## config.mk

```make
export PLATFORM = sky130hd
export DESIGN_NAME = led_fader_flat
export DESIGN_NICKNAME = d
export VERILOG_FILES = /design/src/rtl/led_fader_pkg.sv /design/src/rtl/led_fader_if.sv /design/src/rtl/led_pwm.sv /design/src/rtl/led_fader.sv /design/src/flat_wrapper.sv
export SDC_FILE = /design/constraint.sdc
export NUM_CORES = 1
export LEC_CHECK = 0
export ABC_AREA = 1
export BUFFER_PORTS_ARGS = -buffer_cell sky130_fd_sc_hd__buf_4
export CAP_MARGIN = 30
export CORE_ASPECT_RATIO = 0.6
export CORE_MARGIN = 5
export CORE_UTILIZATION = 55
export CTS_BUF_LIST = sky130_fd_sc_hd__clkbuf_16
export DETAILED_ROUTE_END_ITERATION = 6
export PLACE_DENSITY = 0.76
export RECOVER_POWER = 25
export SETUP_SLACK_MARGIN = 0.1
export SYNTH_ARGS = -nofsm -noshare
export SYNTH_HDL_FRONTEND = slang
export SYNTH_SLANG_ARGS = --single-unit
```

## constraint.sdc

```tcl
create_clock -name clk -period 2.72 [get_ports clk]
set_clock_uncertainty 0.15 [all_clocks]
set_input_delay 0.136 -clock clk [delete_from_list [all_inputs] [get_ports clk]]
set_output_delay 0.136 -clock clk [all_outputs]
set_load 0.005 [all_outputs]
```

## src/rtl/led_fader_pkg.sv

```systemverilog
`default_nettype none
// ============================================================================
// Module      : led_fader_pkg
// Description : Shared types for the LED fader. Holds the fade state encoding
//               used by the FSM in led_fader.
// Ports       : none (package)
// Revision    : 1.0 - initial release
// ============================================================================
package led_fader_pkg;

    // OFF holds duty at 0 and ON holds duty at MAX. The two RAMP states
    // step duty by one every STEP_DIV clocks.
    typedef enum logic [1:0] {
        OFF       = 2'd0,
        RAMP_UP   = 2'd1,
        ON        = 2'd2,
        RAMP_DOWN = 2'd3
    } fade_state_t;

endpackage : led_fader_pkg
`default_nettype wire

```

## src/rtl/led_fader_if.sv

```systemverilog
`default_nettype none
// ============================================================================
// Module      : led_fader_if
// Description : Bundle between the blink generator, the LED fader and the
//               board LED pin.
// Signals     : level_in - target level from the blinker (1 = fade to full)
//               led_out  - PWM LED drive
//               busy     - high while a ramp is in progress
//               duty     - current (un-mapped) brightness
// Modports    : master - drives level_in and observes the fader outputs
//               slave  - the fader side
// Revision    : 1.0 - initial release
// ============================================================================
interface led_fader_if #(
    parameter int PWM_BITS = 8
);
    logic                level_in;
    logic                led_out;
    logic                busy;
    logic [PWM_BITS-1:0] duty;

    modport master (
        output level_in,
        input  led_out,
        input  busy,
        input  duty
    );

    modport slave (
        input  level_in,
        output led_out,
        output busy,
        output duty
    );
endinterface : led_fader_if
`default_nettype wire

```

## src/rtl/led_pwm.sv

```systemverilog
`default_nettype none
// ============================================================================
// Module      : led_pwm
// Description : Free-running PWM generator. A shadow register captures the
//               compare value once per period, when the counter is at MAX.
//               A new brightness therefore always starts on a clean period
//               boundary.
// Ports       : clk      - system clock
//               reset_n  - asynchronous active-low reset
//               compare  - requested high time in clocks per period
//               led_out  - PWM output
// Revision    : 1.0 - initial release
// ============================================================================
module led_pwm #(
    parameter int PWM_BITS = 8
) (
    input  logic                clk,
    input  logic                reset_n,
    input  logic [PWM_BITS-1:0] compare,
    output logic                led_out
);

    localparam logic [PWM_BITS-1:0] c_max = '1;

    logic [PWM_BITS-1:0] pwm_cnt_q;
    logic [PWM_BITS-1:0] shadow_q;

    always_ff @(posedge clk or negedge reset_n) begin
        if (!reset_n) begin
            pwm_cnt_q <= '0;
            shadow_q  <= '0;
        end else begin
            pwm_cnt_q <= pwm_cnt_q + 1'b1;
            if (pwm_cnt_q == c_max) begin
                shadow_q <= compare;
            end
        end
    end

    // cnt < MAX can never cover all 2^N counts, so MAX is forced to a solid
    // high. A compare of 0 gives a solid low without any special case.
    assign led_out = (shadow_q == c_max) || (pwm_cnt_q < shadow_q);

endmodule : led_pwm
`default_nettype wire

```

## src/rtl/led_fader.sv

```systemverilog
`default_nettype none
// ============================================================================
// Module      : led_fader
// Description : Turns the blinker's square-wave level into a linear
//               brightness ramp on a PWM-driven LED. On each level edge the
//               duty ramps by one every STEP_DIV clocks toward 0 or MAX. A
//               level change during a ramp reverses it from the current duty.
// Ports       : clk      - system clock
//               reset_n  - asynchronous active-low reset
//               bus      - led_fader_if slave (level_in, led_out, busy, duty)
// Config      : LED_FADER_GAMMA_EN - when defined, the PWM compare value is
//               duty*duty >> PWM_BITS, with MAX kept at MAX. The duty port is
//               always the un-mapped value.
// Revision    : 1.0 - initial release
// ============================================================================
module led_fader
    import led_fader_pkg::*;
#(
    parameter int PWM_BITS = 8,
    parameter int STEP_DIV = 48_828
) (
    input  logic         clk,
    input  logic         reset_n,
    led_fader_if.slave   bus
);

    localparam logic [PWM_BITS-1:0] c_max    = '1;
    localparam int                  c_step_w = (STEP_DIV > 1) ? $clog2(STEP_DIV) : 1;
    localparam logic [c_step_w-1:0] c_step_last = c_step_w'(STEP_DIV - 1);

    fade_state_t         state_q;
    logic [PWM_BITS-1:0] duty_q;
    logic [PWM_BITS-1:0] duty_d;
    logic [c_step_w-1:0] step_q;
    logic                busy_q;
    logic                w_step_wrap;
    logic [PWM_BITS-1:0] w_compare;

    assign w_step_wrap = (step_q == c_step_last);

    // Duty after this edge. It changes only on a step wrap inside a ramp and
    // saturates at both ends.
    always_comb begin
        duty_d = duty_q;
        if (w_step_wrap) begin
            case (state_q)
                RAMP_UP:   if (duty_q != c_max) duty_d = duty_q + 1'b1;
                RAMP_DOWN: if (duty_q != '0)    duty_d = duty_q - 1'b1;
                default:   duty_d = duty_q;
            endcase
        end
    end

    // The level check comes before the end-of-ramp check in both ramps. If
    // the final step and a reversal happen on the same edge, the duty still
    // takes that step, and the ramp then turns around instead of settling.
    always_ff @(posedge clk or negedge reset_n) begin
        if (!reset_n) begin
            state_q <= OFF;
            duty_q  <= '0;
            step_q  <= '0;
            busy_q  <= 1'b0;
        end else begin
            duty_q <= duty_d;
            case (state_q)
                OFF: begin
                    step_q <= '0;
                    if (bus.level_in) begin
                        state_q <= RAMP_UP;
                        busy_q  <= 1'b1;
                    end
                end
                RAMP_UP: begin
                    if (!bus.level_in) begin
                        state_q <= RAMP_DOWN;
                        step_q  <= '0;
                        busy_q  <= 1'b1;
                    end else if (duty_d == c_max) begin
                        state_q <= ON;
                        step_q  <= '0;
                        busy_q  <= 1'b0;
                    end else begin
                        step_q  <= w_step_wrap ? '0 : step_q + 1'b1;
                    end
                end
                ON: begin
                    step_q <= '0;
                    if (!bus.level_in) begin
                        state_q <= RAMP_DOWN;
                        busy_q  <= 1'b1;
                    end
                end
                RAMP_DOWN: begin
                    if (bus.level_in) begin
                        state_q <= RAMP_UP;
                        step_q  <= '0;
                        busy_q  <= 1'b1;
                    end else if (duty_d == '0) begin
                        state_q <= OFF;
                        step_q  <= '0;
                        busy_q  <= 1'b0;
                    end else begin
                        step_q  <= w_step_wrap ? '0 : step_q + 1'b1;
                    end
                end
                default: begin
                    state_q <= OFF;
                    step_q  <= '0;
                    busy_q  <= 1'b0;
                end
            endcase
        end
    end

`ifdef LED_FADER_GAMMA_EN
    // A square-law map makes the fade look linear to the eye. The product
    // is computed at full double width before the shift.
    logic [2*PWM_BITS-1:0] w_duty_sq;
    assign w_duty_sq = {{PWM_BITS{1'b0}}, duty_q} * {{PWM_BITS{1'b0}}, duty_q};
    assign w_compare = (duty_q == c_max) ? c_max : PWM_BITS'(w_duty_sq >> PWM_BITS);
`else
    assign w_compare = duty_q;
`endif

    led_pwm #(
        .PWM_BITS (PWM_BITS)
    ) u_pwm (
        .clk      (clk),
        .reset_n  (reset_n),
        .compare  (w_compare),
        .led_out  (bus.led_out)
    );

    assign bus.busy = busy_q;
    assign bus.duty = duty_q;

endmodule : led_fader
`default_nettype wire

```

## src/flat_wrapper.sv

```systemverilog
// flat-port wrapper written by rule: the top's interface ports become plain ports
module led_fader_flat import led_fader_pkg::*;
#(
    parameter int PWM_BITS = 8,
    parameter int STEP_DIV = 48_828
)
  (clk, reset_n, bus_level_in, bus_led_out, bus_busy, bus_duty);
  led_fader_if #(.PWM_BITS(PWM_BITS)) bus_i ();
  input  logic clk;
  input  logic reset_n;
  input wire logic [$bits(bus_i.level_in)-1:0] bus_level_in;
  output wire logic [$bits(bus_i.led_out)-1:0] bus_led_out;
  output wire logic [$bits(bus_i.busy)-1:0] bus_busy;
  output wire logic [$bits(bus_i.duty)-1:0] bus_duty;
  assign bus_i.level_in = bus_level_in;
  assign bus_led_out = bus_i.led_out;
  assign bus_busy = bus_i.busy;
  assign bus_duty = bus_i.duty;
  led_fader #(.PWM_BITS(PWM_BITS), .STEP_DIV(STEP_DIV)) u_core (.clk(clk), .reset_n(reset_n), .bus(bus_i));
endmodule
```

# Word-level counts from Yosys, hierarchy flattened
# Cells that the tools add are included.
[word_totals] out_inout_bits=10 wordCells=53 register_bits=43 input_bits=3
[classes] n_eq_ne=12 magnitude_cmp=1 n_mux=24 n_reduce_logical=6 addsub=4
[op_table] cell="16-bit two-way mux" count=5
[op_table] cell="16-bit one-hot mux with 3 select lines" count=1
[op_table] cell="8-bit == test (second input constant)" count=3
[op_table] cell="8-bit two-way mux" count=3
[op_table] cell="16-bit by 1-bit adder with 16-bit output (second input constant)" count=1
[op_table] cell="8-bit by 1-bit adder with 8-bit output (second input constant)" count=2
[op_table] cell="16-bit == test (second input constant)" count=1
[op_table] cell="8-bit one-hot mux with 2 select lines" count=1
[op_table] cell="2-bit two-way mux" count=6
[op_table] cell="8-bit logical NOT" count=1
[op_table] cell="8-bit less-than comparator" count=1
[op_table] cell="8-bit != test (second input constant)" count=1
[op_table] cell="2-bit one-hot mux with 4 select lines" count=1
[op_table] cell="8-bit nonzero test" count=1
[op_table] cell="8-bit by 1-bit subtractor with 8-bit output (second input constant)" count=1
[op_table] cell="1-bit two-way mux" count=6
[op_table] cell="3-bit by 2-bit != test with 1-bit output (second input constant)" count=2
[op_table] cell="2-bit == test (second input constant)" count=2
[op_table] cell="2-bit != test (second input constant)" count=2
[op_table] cell="1-bit one-hot mux with 4 select lines" count=1
[op_table] cell="4-bit AND reduction" count=1
[op_table] cell="2-bit by 1-bit == test with 1-bit output (second input constant)" count=1
[op_table] cell="2-bit logical NOT" count=1
[op_table] cell="2-bit OR reduction" count=1
[op_table] cell="1-bit logical OR" count=1

# Depth between registers and ports, before layout
[depth] depth_word=8 ltp_mapped=19 depth_no_buf=17

# Modules after synthesis
# Synthesis repeated with hierarchy kept, for this count alone.
[hier_totals] hier_cells=438 hier_area_um2=3143.0
[modules_own_cells] mod="led_fader" instances=1 seq_area_each_um2=675.6 area_per_inst_um2=2274.7 cells_each=343
[modules_own_cells] mod="led_pwm" instances=1 seq_area_each_um2=400.4 area_per_inst_um2=868.3 cells_each=95

# Worst setup path before layout
# Ideal clock, no wire load.
[synth_timing] path_type="flip-flop to flip-flop" startpoint="register u_core.duty_q[0] (netlist: u_core.bus.duty[0])" endpoint="register u_core.step_q[10]" path_buffers=1 arrival_ps=1924 required_ps=2449 synth_period_minus_slack_ps=2195 setup_time_ps=121 setup_slack_ps=525 path_stages_with_launch=19 cell_sequence="dfrtp_1 inv_2 ha_1 nand2_4 nor2_4 nand2_1 nand3_1 nand2_1 nand2_1 nand2_2 inv_1 nand2_1 nor2_1 nand2_1 nand3_1 nand2_2 inv_4 buf_12 nor2_2"
[synth_between] elab_chain_len=8 elab_cells_between_ends=15 classes_between="add/sub (2); eq/ne (2); mux (9); reduce/logical (2)"
[synth_lines] item="from (decl)" line_no="led_fader.sv:32" text="logic [PWM_BITS-1:0] duty_q;"
[synth_lines] item="from (signal assigned)" line_no="led_fader.sv:64" text="duty_q <= duty_d;"
[synth_lines] item="8-bit by 1-bit subtractor with 8-bit output (tied with other cells)" line_no="led_fader.sv:48" text="RAMP_DOWN: if (duty_q != '0) duty_d = duty_q - 1'b1;"
[synth_lines] item="8-bit two-way mux (on tied branches)" line_no="led_fader.sv:48, led_fader.sv:47"
[synth_lines] item="8-bit one-hot mux with 2 select lines" line_no="led_fader.sv:46" text="case (state_q)"
[synth_lines] item="8-bit two-way mux (*)" line_no="led_fader.sv:45" text="if (w_step_wrap) begin"
[synth_lines] item="via u_core.duty_d[0]" line_no="led_fader.sv:33" text="logic [PWM_BITS-1:0] duty_d;"
[synth_lines] item="8-bit == test / 8-bit logical NOT (equally long branches)" line_no="led_fader.sv:78, led_fader.sv:98"
[synth_lines] item="16-bit two-way mux (on tied branches)" line_no="led_fader.sv:78, led_fader.sv:98"
[synth_lines] item="16-bit two-way mux (on tied branches)" line_no="led_fader.sv:74, led_fader.sv:94"
[synth_lines] item="16-bit one-hot mux with 3 select lines (*)" line_no="led_fader.sv:65" text="case (state_q)"
[synth_lines] item="to (signal assigned)" line_no="led_fader.sv:83" text="step_q <= w_step_wrap ? '0 : step_q + 1'b1;"
[synth_lines] item="to (signal assigned)" line_no="led_fader.sv:103" text="step_q <= w_step_wrap ? '0 : step_q + 1'b1;"
[synth_lines] item="to (decl)" line_no="led_fader.sv:34" text="logic [c_step_w-1:0] step_q;"
# The timed path passes the listed nets; every way through them passes the cells marked *.
# A chain may end at the register's enable or synchronous reset.

# Worst setup path after layout
[layout_timing] startpoint="register u_core.step_q[0]" endpoint="register u_core.step_q[9]"
[layout_between] elab_chain_len=6 elab_cells_between_ends=11 classes_between="add/sub (1); eq/ne (2); mux (7); reduce/logical (1)"
[layout_lines] item="16-bit == test (*)" line_no="led_fader.sv:39" text="assign w_step_wrap = (step_q == c_step_last);"
[layout_lines] item="8-bit two-way mux (*)" line_no="led_fader.sv:45"
[layout_lines] item="via u_core.duty_d[3]" line_no="led_fader.sv:33"
[layout_lines] item="8-bit == test / 8-bit logical NOT (equally long branches)" line_no="led_fader.sv:78, led_fader.sv:98"
[layout_lines] item="16-bit two-way mux (on tied branches)" line_no="led_fader.sv:78, led_fader.sv:98"
[layout_lines] item="16-bit two-way mux (on tied branches)" line_no="led_fader.sv:74, led_fader.sv:94"
[layout_lines] item="16-bit one-hot mux with 3 select lines (*)" line_no="led_fader.sv:65"
# Marks and branches as above.

==> impl_metrics.csv <==
group,metric,value,unit
status,status,"finished clean",
placement,dp.final_hpwl,5030,microns
pwr,p_per_area,495,mW/mm^2
clocking,cts_tree,"yes",
sta,final.setup.tns,0,ns
sta,fmax,416,MHz
clocking,path_clk_slew,0.06,ns
clocking,cts.sinks,43,
finish,syn_to_final_growth,12.4,%
clocking,clkLatencyLatePin,0.28,ns
synthesis,ys.flop_type,"dfrtp_1",
finish,multiInputGateArea,0.00163,sq mm
setup_path,reg2reg_depth,15,
sta,setup_viol,0,
floorplanning,fp.dieW,104,microns
sta,slew_violations,0,
synthesis,syn_area,0.00293,sq mm
sta,worst_slew_pin_slew,1.06,ns
synthesis,synth_area_per_cell,7.30,sq um
setup_path,start_kind,"flop",
global_route,grt_max_degree,44,
setup_path,worstReg2RegEnd,"u_core.step_q[9]$_DFF_PN0_",
clocking,numCtsBuffers,5,
min_path,min_to,"u_core.state_q[1]$_DFFE_PN0P_",
sta,grt_setup_unrepaired,"true",
setup_path,reg2reg_from,"u_core.step_q[0]$_DFF_PN0_",
setup_path,cp-end-kind,"flop",
routing,firstDrtPassIters,4,
clocking,clock_path_buffers,2,
finish,n_fill_cell,457,
sta,maxSlewHeadroom,29.6,%
finish,utilization,64.6,%
setup_path,crit_path_max_fanout,16,
synthesis,netlist_instances,402,
floorplanning,start_util,57.5,%
sta,fin_crit,2.41,ns
synthesis,yosysWarnings,0,
pwr,irDropWorstVdd,0.263,mV
sta,hold_viol_final,0,
synthesis,async_flop_share,100,%
routing,drc_errors,0,
synthesis,ys_ff_latch,43,
finish,layout.nets,443,
global_route,grt_pass1_wl,11800,microns
routing,vias,2693,
floorplanning,core-area,0.00510,sq mm
setup_path,rrSetupSlack,0.31,ns
floorplanning,ios,13,
run,maxCapViolations,0,
min_path,hold-path-cell-count,4,
placement,gp_congestion,0.951,
min_path,hold_class,"in -> reg",
setup_path,crit_required,2.74,ns
sta,period_share,88.4,%
placement,portBuffers,12,
finish,antenna-diode-count,0,
setup_path,path_class,"reg -> reg",
synthesis,synthDistinctLibCells,37,
finish,drive_gt1_share,17.9,%
synthesis,syn_nets,421,
clocking,cts_root_buf,"clkbuf_16",
min_path,min_from,"bus_level_in",
floorplanning,row_count,20,
finish,final_cell_mix,"nand2_1 (125), inv_1 (48), dfrtp_1 (40)",
global_route,antenna_found_initial,0,
synthesis,seq_area_frac_synth,36.7,%
routing,wirelength,6830,microns
finish,register_area,0.00108,sq mm
clocking,htree_levels,2,
global_route,first_global_vias,2498,
floorplanning,dieHeight,66.6,microns
floorplanning,dieArea,0.00694,sq mm
global_route,overflow,0,
routing,postRouteAntennaNets,0,
routing,drt_iter0_drc,264,
pwr,p_leak,1.61,nW
global_route,grt_usage,21.0,%
routing,viasPerCell,5.48,
setup_path,cp_data_arrival_time,2.42,ns
synthesis,synth-edff-count,0,
finish,final_common_cell,"nand2_1",
routing,wl_per_cell,13.9,microns
-- power by group --
group / internal (mW) / total, mW / switching, mW / leakage [nW]
Combinational: 0.116 / 0.355 / 0.239 / 0.969
Clock: 0.335 / 0.574 / 0.239 / 0.0710
Sequential: 0.671 / 0.702 / 0.0305 / 0.574
-- worst max-delay path by stage --
| stage | cells after the start | to | slack (ns) | start |
|---|---|---|---|---|
| floorplan | 18 | u_core.step_q[10]$_DFF_PN0_ | 0.53 | u_core.bus.duty[0]$_DFF_PN0_ |
| global placement | 15 | u_core.step_q[11]$_DFF_PN0_ | 0.28 | u_core.bus.duty[3]$_DFF_PN0_ |
| detailed placement | 15 | u_core.step_q[9]$_DFF_PN0_ | 0.22 | u_core.bus.duty[3]$_DFF_PN0_ |
| CTS | 15 | u_core.step_q[9]$_DFF_PN0_ | 0.19 | u_core.bus.duty[3]$_DFF_PN0_ |
| global route | 16 | u_core.step_q[9]$_DFF_PN0_ | 0.1 | u_core.step_q[0]$_DFF_PN0_ |
| finish | 15 | u_core.step_q[9]$_DFF_PN0_ | 0.31 | u_core.step_q[0]$_DFF_PN0_ |
-- per-layer routing --
layer  share of wire, %  track usage (%)
met1                 49             30.8
met2                 40             31.5
met3                9.9             4.84
met5                  0                0
met4               0.73             4.36
-- layout make-up --
cell class | count | area share, %
Clock buffer | 5 | 3.80
Tap cell | 66 | 2.50
Sequential cell | 43 | 32.8
Timing Repair Buffer | 22 | 5.01
Multi-Input combinational cell | 300 | 49.3
Clock inverter | 3 | 0.493
Inverter | 52 | 6.15
-- kinds of logic (layout without fill, tap and decap cells) --
kind of cell | Yosys count | after routing | share of synthesized area, %
DFF | 43 | 43 | 36.7
adders and majority gates | 16 | 16 | 6.83
AOI/OAI and AO/OA | 31 | 31 | 5.97
xor gates and xnor gates | 9 | 9 | 2.69
buffers and inverters | 60 | 82 | 9.43
and+or+nand+nor | 242 | 243 | 38.1
muxes | 1 | 1 | 0.341
-- registers in the layout, summed over array words and instances, names as in the netlist --
register                count
u_core.step_q              16
u_core.bus.duty             8
u_core.u_pwm.pwm_cnt_q      8
u_core.u_pwm.shadow_q       8
u_core.state_q              2
u_core.bus.busy             1
-- worst max-delay path, cell delays in order (launching register included) --
cell,delay [ns]
dfrtp_1,0.39
ha_1,0.20
inv_1,0.04
nor2_1,0.11
nand2_1,0.11
nor2_4,0.14
and2_4,0.22
nand2_1,0.12
nand2_1,0.11
nand2_1,0.07
nor2_2,0.13
nand2_1,0.08
nand2_2,0.12
nand2_2,0.11
inv_8,0.13
nor2_1,0.06
-- timing repair --
action / CTS / global route
endpoints found under the setup margin: 0 / 19
resized for setup: 0 / 14
hold buffers: 1 / 0
endpoints found under the hold margin: 43 / 0
setup buffers: 0 / 2
-- per-stage QoR --
step | cells | cell area [sq um] | setup slack, ns | power (mW) | hold WS (ns)
CTS | 488 | 3230 | 0.194 | 1.62 | 0.151
finish | 491 | 3300 | 0.314 | 1.63 | 0.192
detailed placement | 479 | 3080 | 0.223 | 1.05 | 0.00598
floorplan | 402 | 2930 | 0.525 | 0.957 | -0.310
global route | 491 | 3300 | 0.0954 | 1.72 | 0.219
global placement | 479 | 3080 | 0.283 | 1.04 | 0.00403
-- synthesized netlist by cell type (2+ instances only) --
cell type / count / area (sq um)
a21oi_1: 7 / 35.0
a31oi_1: 2 / 12.5
buf_6: 3 / 33.8
dfrtp_1: 43 / 1080
ha_1: 16 / 200
inv_1: 48 / 180
inv_2: 3 / 11.3
nand2_1: 126 / 473
nand2_2: 5 / 31.3
nand2_4: 2 / 22.5
nand3_1: 36 / 180
nand4_1: 11 / 68.8
nor2_1: 33 / 124
nor2_2: 14 / 87.6
nor2_4: 3 / 33.8
o211ai_1: 3 / 22.5
o21ai_0: 15 / 75.1
or2_2: 6 / 37.5
xnor2_1: 2 / 17.5
xor2_1: 7 / 61.3
(Power assumes the default switching activity.)
